==> src/rtl/alu_sequencer_pkg.sv <==
`default_nettype none
// ============================================================================
// Module      : alu_sequencer_pkg
// Description : ALU op codes, sequencer function codes, FSM states and
//               micro-step table types. Macro ALU_SEQUENCER_SLT_EN adds SLT.
// Revision    : 1.0 - initial release
// ============================================================================
package alu_sequencer_pkg;

    typedef enum logic [3:0] {
        ALU_OP_A    = 4'd0,
        ALU_OP_ADD  = 4'd1,
        ALU_OP_AND  = 4'd2,
        ALU_OP_OR   = 4'd3,
        ALU_OP_XOR  = 4'd4,
        ALU_OP_NOTA = 4'd5,
        ALU_OP_INC  = 4'd6,
        ALU_OP_SHL  = 4'd7,
        ALU_OP_SHR  = 4'd8,
        ALU_OP_GT   = 4'd9,
        ALU_OP_EQ   = 4'd10
    } alu_op_e;

    typedef enum logic [3:0] {
        FUNC_ADD  = 4'd0,
        FUNC_SUB  = 4'd1,
        FUNC_AND  = 4'd2,
        FUNC_OR   = 4'd3,
        FUNC_XOR  = 4'd4,
        FUNC_SLL  = 4'd5,
        FUNC_SRL  = 4'd6,
        FUNC_SLTU = 4'd7,
        FUNC_SLT  = 4'd8,
        FUNC_EQ   = 4'd9
    } func_e;

    typedef enum logic [1:0] {
        ST_IDLE = 2'd0,
        ST_EXEC = 2'd1,
        ST_DONE = 2'd2
    } state_e;

    typedef enum logic [2:0] {
        SRC_ZERO    = 3'd0,
        SRC_A       = 3'd1,
        SRC_B       = 3'd2,
        SRC_T       = 3'd3,
        SRC_SHMASK  = 3'd4,
        SRC_ONE     = 3'd5
`ifdef ALU_SEQUENCER_SLT_EN
        ,SRC_SIGN   = 3'd6
`endif
    } src_e;

`ifdef ALU_SEQUENCER_SLT_EN
    typedef enum logic [1:0] {
        DST_T = 2'd0,
        DST_A = 2'd1,
        DST_B = 2'd2
    } dst_e;
`endif

    typedef struct packed {
        alu_op_e op;
        src_e    src0;
        src_e    src1;
`ifdef ALU_SEQUENCER_SLT_EN
        dst_e    dst;
`endif
        logic    last;
    } step_t;

    localparam int c_step_w = 2;

    function automatic logic func_legal(input logic [3:0] f);
`ifdef ALU_SEQUENCER_SLT_EN
        return (f <= FUNC_EQ);
`else
        return (f <= FUNC_EQ) && (f != FUNC_SLT);
`endif
    endfunction

endpackage
`default_nettype wire

==> src/rtl/alu_sequencer_rom.sv <==
`default_nettype none
// ============================================================================
// Module      : alu_sequencer_rom
// Description : Combinational step table: (func, step) -> op, sources, last.
//               SLT entries exist only with ALU_SEQUENCER_SLT_EN.
// Revision    : 1.0 - initial release
// ============================================================================
module alu_sequencer_rom
    import alu_sequencer_pkg::*;
(
    input  logic [3:0]          i_func,
    input  logic [c_step_w-1:0] i_step,
    output step_t               o_entry
);
    function automatic step_t ent(input alu_op_e op, input src_e s0,
                                  input src_e s1, input logic last);
        step_t e;
        e.op   = op;
        e.src0 = s0;
        e.src1 = s1;
`ifdef ALU_SEQUENCER_SLT_EN
        e.dst  = DST_T;
`endif
        e.last = last;
        return e;
    endfunction

    always_comb begin
        o_entry = ent(ALU_OP_A, SRC_ZERO, SRC_ZERO, 1'b1);
        case (i_func)
            FUNC_ADD: o_entry = ent(ALU_OP_ADD, SRC_A, SRC_B, 1'b1);
            FUNC_AND: o_entry = ent(ALU_OP_AND, SRC_A, SRC_B, 1'b1);
            FUNC_OR:  o_entry = ent(ALU_OP_OR,  SRC_A, SRC_B, 1'b1);
            FUNC_XOR: o_entry = ent(ALU_OP_XOR, SRC_A, SRC_B, 1'b1);
            FUNC_SUB: begin
                if (i_step == '0)
                    o_entry = ent(ALU_OP_NOTA, SRC_B, SRC_ZERO, 1'b0);
                else if (i_step == c_step_w'(1))
                    o_entry = ent(ALU_OP_INC, SRC_T, SRC_ZERO, 1'b0);
                else
                    o_entry = ent(ALU_OP_ADD, SRC_A, SRC_T, 1'b1);
            end
            FUNC_SLL: begin
                if (i_step == '0)
                    o_entry = ent(ALU_OP_AND, SRC_B, SRC_SHMASK, 1'b0);
                else
                    o_entry = ent(ALU_OP_SHL, SRC_T, SRC_A, 1'b1);
            end
            FUNC_SRL: begin
                if (i_step == '0)
                    o_entry = ent(ALU_OP_AND, SRC_B, SRC_SHMASK, 1'b0);
                else
                    o_entry = ent(ALU_OP_SHR, SRC_T, SRC_A, 1'b1);
            end
            FUNC_SLTU: begin
                if (i_step == '0)
                    o_entry = ent(ALU_OP_GT, SRC_B, SRC_A, 1'b0);
                else
                    o_entry = ent(ALU_OP_AND, SRC_T, SRC_ONE, 1'b1);
            end
            FUNC_EQ: begin
                if (i_step == '0)
                    o_entry = ent(ALU_OP_EQ, SRC_A, SRC_B, 1'b0);
                else
                    o_entry = ent(ALU_OP_AND, SRC_T, SRC_ONE, 1'b1);
            end
`ifdef ALU_SEQUENCER_SLT_EN
            // Flipping the sign bits turns the signed compare into an unsigned one.
            FUNC_SLT: begin
                if (i_step == '0) begin
                    o_entry     = ent(ALU_OP_XOR, SRC_A, SRC_SIGN, 1'b0);
                    o_entry.dst = DST_A;
                end else if (i_step == c_step_w'(1)) begin
                    o_entry     = ent(ALU_OP_XOR, SRC_B, SRC_SIGN, 1'b0);
                    o_entry.dst = DST_B;
                end else if (i_step == c_step_w'(2)) begin
                    o_entry = ent(ALU_OP_GT, SRC_B, SRC_A, 1'b0);
                end else begin
                    o_entry = ent(ALU_OP_AND, SRC_T, SRC_ONE, 1'b1);
                end
            end
`endif
            default: ;
        endcase
    end

endmodule
`default_nettype wire

==> src/rtl/alu_sequencer.sv <==
`default_nettype none
// ============================================================================
// Module      : alu_sequencer
// Description : Multi-cycle function sequencer driving an external ALU one
//               micro-step per cycle. Macro ALU_SEQUENCER_SLT_EN enables SLT.
// Revision    : 1.0 - initial release
// ============================================================================
module alu_sequencer
    import alu_sequencer_pkg::*;
#(
    parameter int DATA_WIDTH = 32
)
(
    input  logic                  i_clock,
    input  logic                  i_reset,
    input  logic                  i_valid,
    output logic                  o_ready,
    input  logic [3:0]            i_func,
    input  logic [DATA_WIDTH-1:0] i_a,
    input  logic [DATA_WIDTH-1:0] i_b,
    output logic                  o_valid,
    input  logic                  i_ready,
    output logic [DATA_WIDTH-1:0] o_result,
    output logic                  o_error,
    output logic [DATA_WIDTH-1:0] o_alu_data0,
    output logic [DATA_WIDTH-1:0] o_alu_data1,
    output logic [3:0]            o_alu_op,
    input  logic [DATA_WIDTH-1:0] i_alu_data
);
    localparam logic [DATA_WIDTH-1:0] c_shift_mask = DATA_WIDTH'(DATA_WIDTH - 1);
`ifdef ALU_SEQUENCER_SLT_EN
    localparam logic [DATA_WIDTH-1:0] c_sign_mask = {1'b1, {(DATA_WIDTH-1){1'b0}}};
`endif

    state_e                state_q, state_d;
    logic [3:0]            func_q, func_d;
    logic [DATA_WIDTH-1:0] a_q, a_d;
    logic [DATA_WIDTH-1:0] b_q, b_d;
    logic [DATA_WIDTH-1:0] t_q, t_d;
    logic [DATA_WIDTH-1:0] result_q, result_d;
    logic                  error_q, error_d;
    logic [c_step_w-1:0]   step_q, step_d;
    step_t                 w_rom_entry;

    alu_sequencer_rom u_rom (
        .i_func  (func_q),
        .i_step  (step_q),
        .o_entry (w_rom_entry)
    );

    function automatic logic [DATA_WIDTH-1:0] pick(input src_e s,
                                                   input logic [DATA_WIDTH-1:0] a,
                                                   input logic [DATA_WIDTH-1:0] b,
                                                   input logic [DATA_WIDTH-1:0] t);
        logic [DATA_WIDTH-1:0] v;
        v = '0;
        case (s)
            SRC_A:      v = a;
            SRC_B:      v = b;
            SRC_T:      v = t;
            SRC_SHMASK: v = c_shift_mask;
            SRC_ONE:    v = DATA_WIDTH'(1);
`ifdef ALU_SEQUENCER_SLT_EN
            SRC_SIGN:   v = c_sign_mask;
`endif
            default:    v = '0;
        endcase
        return v;
    endfunction

    assign o_ready  = (state_q == ST_IDLE);
    assign o_valid  = (state_q == ST_DONE);
    assign o_result = result_q;
    assign o_error  = error_q;

    // ALU operands come only from registers, so each step is a clean one-cycle path.
    always_comb begin
        o_alu_op    = ALU_OP_A;
        o_alu_data0 = '0;
        o_alu_data1 = '0;
        if (state_q == ST_EXEC) begin
            o_alu_op    = w_rom_entry.op;
            o_alu_data0 = pick(w_rom_entry.src0, a_q, b_q, t_q);
            o_alu_data1 = pick(w_rom_entry.src1, a_q, b_q, t_q);
        end
    end

    always_comb begin
        state_d  = state_q;
        func_d   = func_q;
        a_d      = a_q;
        b_d      = b_q;
        t_d      = t_q;
        step_d   = step_q;
        result_d = result_q;
        error_d  = error_q;
        case (state_q)
            ST_IDLE: begin
                if (i_valid) begin
                    func_d = i_func;
                    a_d    = i_a;
                    b_d    = i_b;
                    step_d = '0;
                    if (func_legal(i_func)) begin
                        state_d = ST_EXEC;
                    end else begin
                        state_d  = ST_DONE;
                        error_d  = 1'b1;
                        result_d = '0;
                    end
                end
            end
            ST_EXEC: begin
`ifdef ALU_SEQUENCER_SLT_EN
                case (w_rom_entry.dst)
                    DST_A:   a_d = i_alu_data;
                    DST_B:   b_d = i_alu_data;
                    default: t_d = i_alu_data;
                endcase
`else
                t_d = i_alu_data;
`endif
                step_d = step_q + 1'b1;
                if (w_rom_entry.last) begin
                    state_d  = ST_DONE;
                    result_d = i_alu_data;
                    error_d  = 1'b0;
                end
            end
            ST_DONE: begin
                if (i_ready)
                    state_d = ST_IDLE;
            end
            default: state_d = ST_IDLE;
        endcase
    end

    always_ff @(posedge i_clock) begin
        if (i_reset) begin
            state_q  <= ST_IDLE;
            func_q   <= '0;
            a_q      <= '0;
            b_q      <= '0;
            t_q      <= '0;
            step_q   <= '0;
            result_q <= '0;
            error_q  <= 1'b0;
        end else begin
            state_q  <= state_d;
            func_q   <= func_d;
            a_q      <= a_d;
            b_q      <= b_d;
            t_q      <= t_d;
            step_q   <= step_d;
            result_q <= result_d;
            error_q  <= error_d;
        end
    end

endmodule
`default_nettype wire

==> config.mk <==
export PLATFORM = sky130hd
export DESIGN_NAME = alu_sequencer
export DESIGN_NICKNAME = d
export VERILOG_FILES = /design/src/rtl/alu_sequencer_pkg.sv /design/src/rtl/alu_sequencer_rom.sv /design/src/rtl/alu_sequencer.sv
export SDC_FILE = /design/constraint.sdc
export NUM_CORES = 1
export LEC_CHECK = 0
export ABC_AREA = 0
export CAP_MARGIN = 40
export CELL_PAD_IN_SITES_DETAIL_PLACEMENT = 0
export CELL_PAD_IN_SITES_GLOBAL_PLACEMENT = 1
export CORE_UTILIZATION = 35
export CTS_CLUSTER_DIAMETER = 150
export DETAILED_ROUTE_END_ITERATION = 6
export PLACE_DENSITY = 0.81
export SLEW_MARGIN = 20
export SYNTH_ARGS = -nofsm -noshare
export SYNTH_HDL_FRONTEND = slang
export SYNTH_SLANG_ARGS = --single-unit
export TNS_END_PERCENT = 1
==> constraint.sdc <==
create_clock -name i_clock -period 3.95 [get_ports i_clock]
set_input_delay 0.395 -clock i_clock [delete_from_list [all_inputs] [get_ports i_clock]]
set_output_delay 0.395 -clock i_clock [all_outputs]
set_load 0.005 [all_outputs]
==> metrics.txt <==
crit path max fanout 19; Seq/Total Area, Yosys about 45%; die area 18100 um^2; drt initial violations ~690; CTS tree built; Placed Area 8490 um^2; sequential group share of total power approximately two fifths; Place WS 784 ps; Num CTS Buffers 17; fin util 53.0%; Final min period roughly 3600 ps; Die Y approximately 130 um; HP Class in -> reg; Max VDD drop between 0.3 and 0.4 mV; fmax roughly 280 MHz; Critical Path AT between 3000 and 4000 ps; total congestion overflow 0; largest net degree at the start of global routing 52; TNS Setup 0 ps; Yosys reg bits between 100 and 150; internal power about 2.9 mW; max-cap violations 0; vias in the first global route ~6100; layout cell share with drive strength beyond 1 between 7 and 8%; fin worst setup slack 324 ps; number of synthesized flops with an enable pin 0; Power Density 426 nW/um^2; syn_nets roughly 870; Yosys warning count 0; Routability Congestion around 0.83; CTS Buffer Depth 2; ANT cells 0; crit-path max cell delay ~540 ps; post-cts resize count 0; Leakage around 3.1 nW; startpoint class of the critical path register; HPWL after detailed placement between 10000 and 15000 um; WL/cell roughly 19 um; drt total wl 21900 um; Mapped Area between 6000 and 7000 um^2; prevailing post-synth register cell dfxtp_1; Initial Util about 36%; Cell Count, Final, Fillers Out approximately 1200; Worst Path Required around 3600 ps; io pins 207; most common cell after layout, fill and taps aside nand2_1; drt drc 7; row count 48; CP max-delay cell clkdlybuf4s50_1; initial antenna violation count 0; crit path cell chain inv_1 -> ha_1 -> nand3_1 -> o21a_1 -> nor2_4 -> buf_4 -> a222oi_1 -> a21oi_1 -> clkdlybuf4s50_1; Placed Instances roughly 1100; net switching power between 1 and 1.5 mW; nets roughly 1000; asr flop ratio synth 0%; Period Utilization, post-route 91.8%; Core Region approximately 17000 um^2; Die X between 100 and 150 um; clock share of power between 40% and 50%; outcome finished with violations; clk sink count around 140; P&R area growth vs syn 48.5%; CTS Hold Bufs 0; RSZ-0062 raised after global routing no; Distinct cells, synth 46; H-tree levels 4; worst-skew pair later-pin latency a little over 400 ps; Max Slew Vio Count 0; switch share approximately a quarter; Worst setup EP type output pin; Antenna Nets Post-Route 0; postcts setup bufs 0; Worst-Margin Slew around 660 ps; Overall Global Routing Usage between 20% and 30%; most frequent cells in the layout 209 x nand2_1, 205 x clkdlybuf4s50_1, 137 x dfxtp_1; Design Area, Final 9130 um^2; clock root cell clkbuf_16; Final setup viols 0; part of the power in combinational logic approximately 16%; failing checks DRC; DR vias ~6500; Tot Pwr 3.89 mW; first-pass GRT wire length 33700 um; Max transition margin 56.0%; critical path class reg -> out; Via-to-Cell Ratio 5.55; DR pass1 iterations 7; Synth Instances around 770; PortBufs around 210; clock skew around 8.3 ps; WHS ~370 ps; final hold vios 0; Worst-path clk slew 60 ps; syn_area_per_cell around 8 um^2
## worst paths after layout
check | cells after the start | slack [ps] | from | end
setup / recovery | 9 | 320 | step_q[0] | o_alu_data1[0]
hold / removal | 2 | 370 | i_reset | t_q[3]
setup reg to reg | 8 | 1180 | step_q[0] | o_result[20]
hold reg to reg | 1 | 460 | o_result[25] | o_result[25]
## layout make-up
class,instances,area (um^2)
inverter,5,18.8
timing repair buffer,234,2330
multi-input combinational,547,3120
tap,225,282
clock buffer,18,439
sequential,137,2740
fill,1660,8100
clock inverter,12,200
## routing by layer
metal,global-route usage [%],up-vias,share of wire (%)
li1,-,3131,-
met1,30.1,3100,43
met2,40.6,297,47
met3,6.53,13,9.1
met4,6.18,0,0.65
met5,0,-,0
## worst max-delay path, delay by kind of cell (launching register included)
kind,cells,cell delay (ps)
adders and majority gates,1,480
DFF,1,340
and+or+nand+nor,2,540
buffers and inverters,3,980
AOI/OAI and AO/OA,3,470
## cell usage after synthesis, drive strengths merged (3+ instances only)
cell type / count / area, um^2
nor4: 4 / 31.3
buf: 34 / 193
a222oi: 60 / 601
nor2b: 4 / 25.0
inv: 5 / 18.8
clkbuf: 43 / 161
xnor2: 3 / 26.3
nand3: 5 / 25.0
a32o: 32 / 320
a221oi: 5 / 43.8
a21oi: 114 / 574
ha: 3 / 37.5
nand2: 210 / 788
dfxtp: 137 / 2740
nand2b: 4 / 25.0
nor2: 74 / 283
## cells by family after synthesis
family                     count (synthesis)  share of synthesized area (%)
buffers and inverters                     82                           6.06
xor gates and xnor gates                   3                          0.427
and+or+nand+nor                          312                           20.7
DFF                                      137                           44.6
AOI/OAI and AO/OA                        229                           27.6
adders and majority gates                  3                          0.610
## power by group through the flow
stage	registers, mW	clock network (mW)	logic, mW
final	1.52	1.73	0.630
after global routing	1.53	1.82	0.683
after CTS	1.52	1.77	0.631
after detailed placement	1.55	0	0.627
after global placement	1.55	0	0.600
after floorplan	1.53	0	0.339
## registers in the layout, indices dropped and copies added, names as in the netlist
signal    flops
step_q        2
o_result     32
o_error       1
state_q       2
func_q        4
a_q          32
t_q          32
b_q          32
Power figures use the tool's default switching activity.
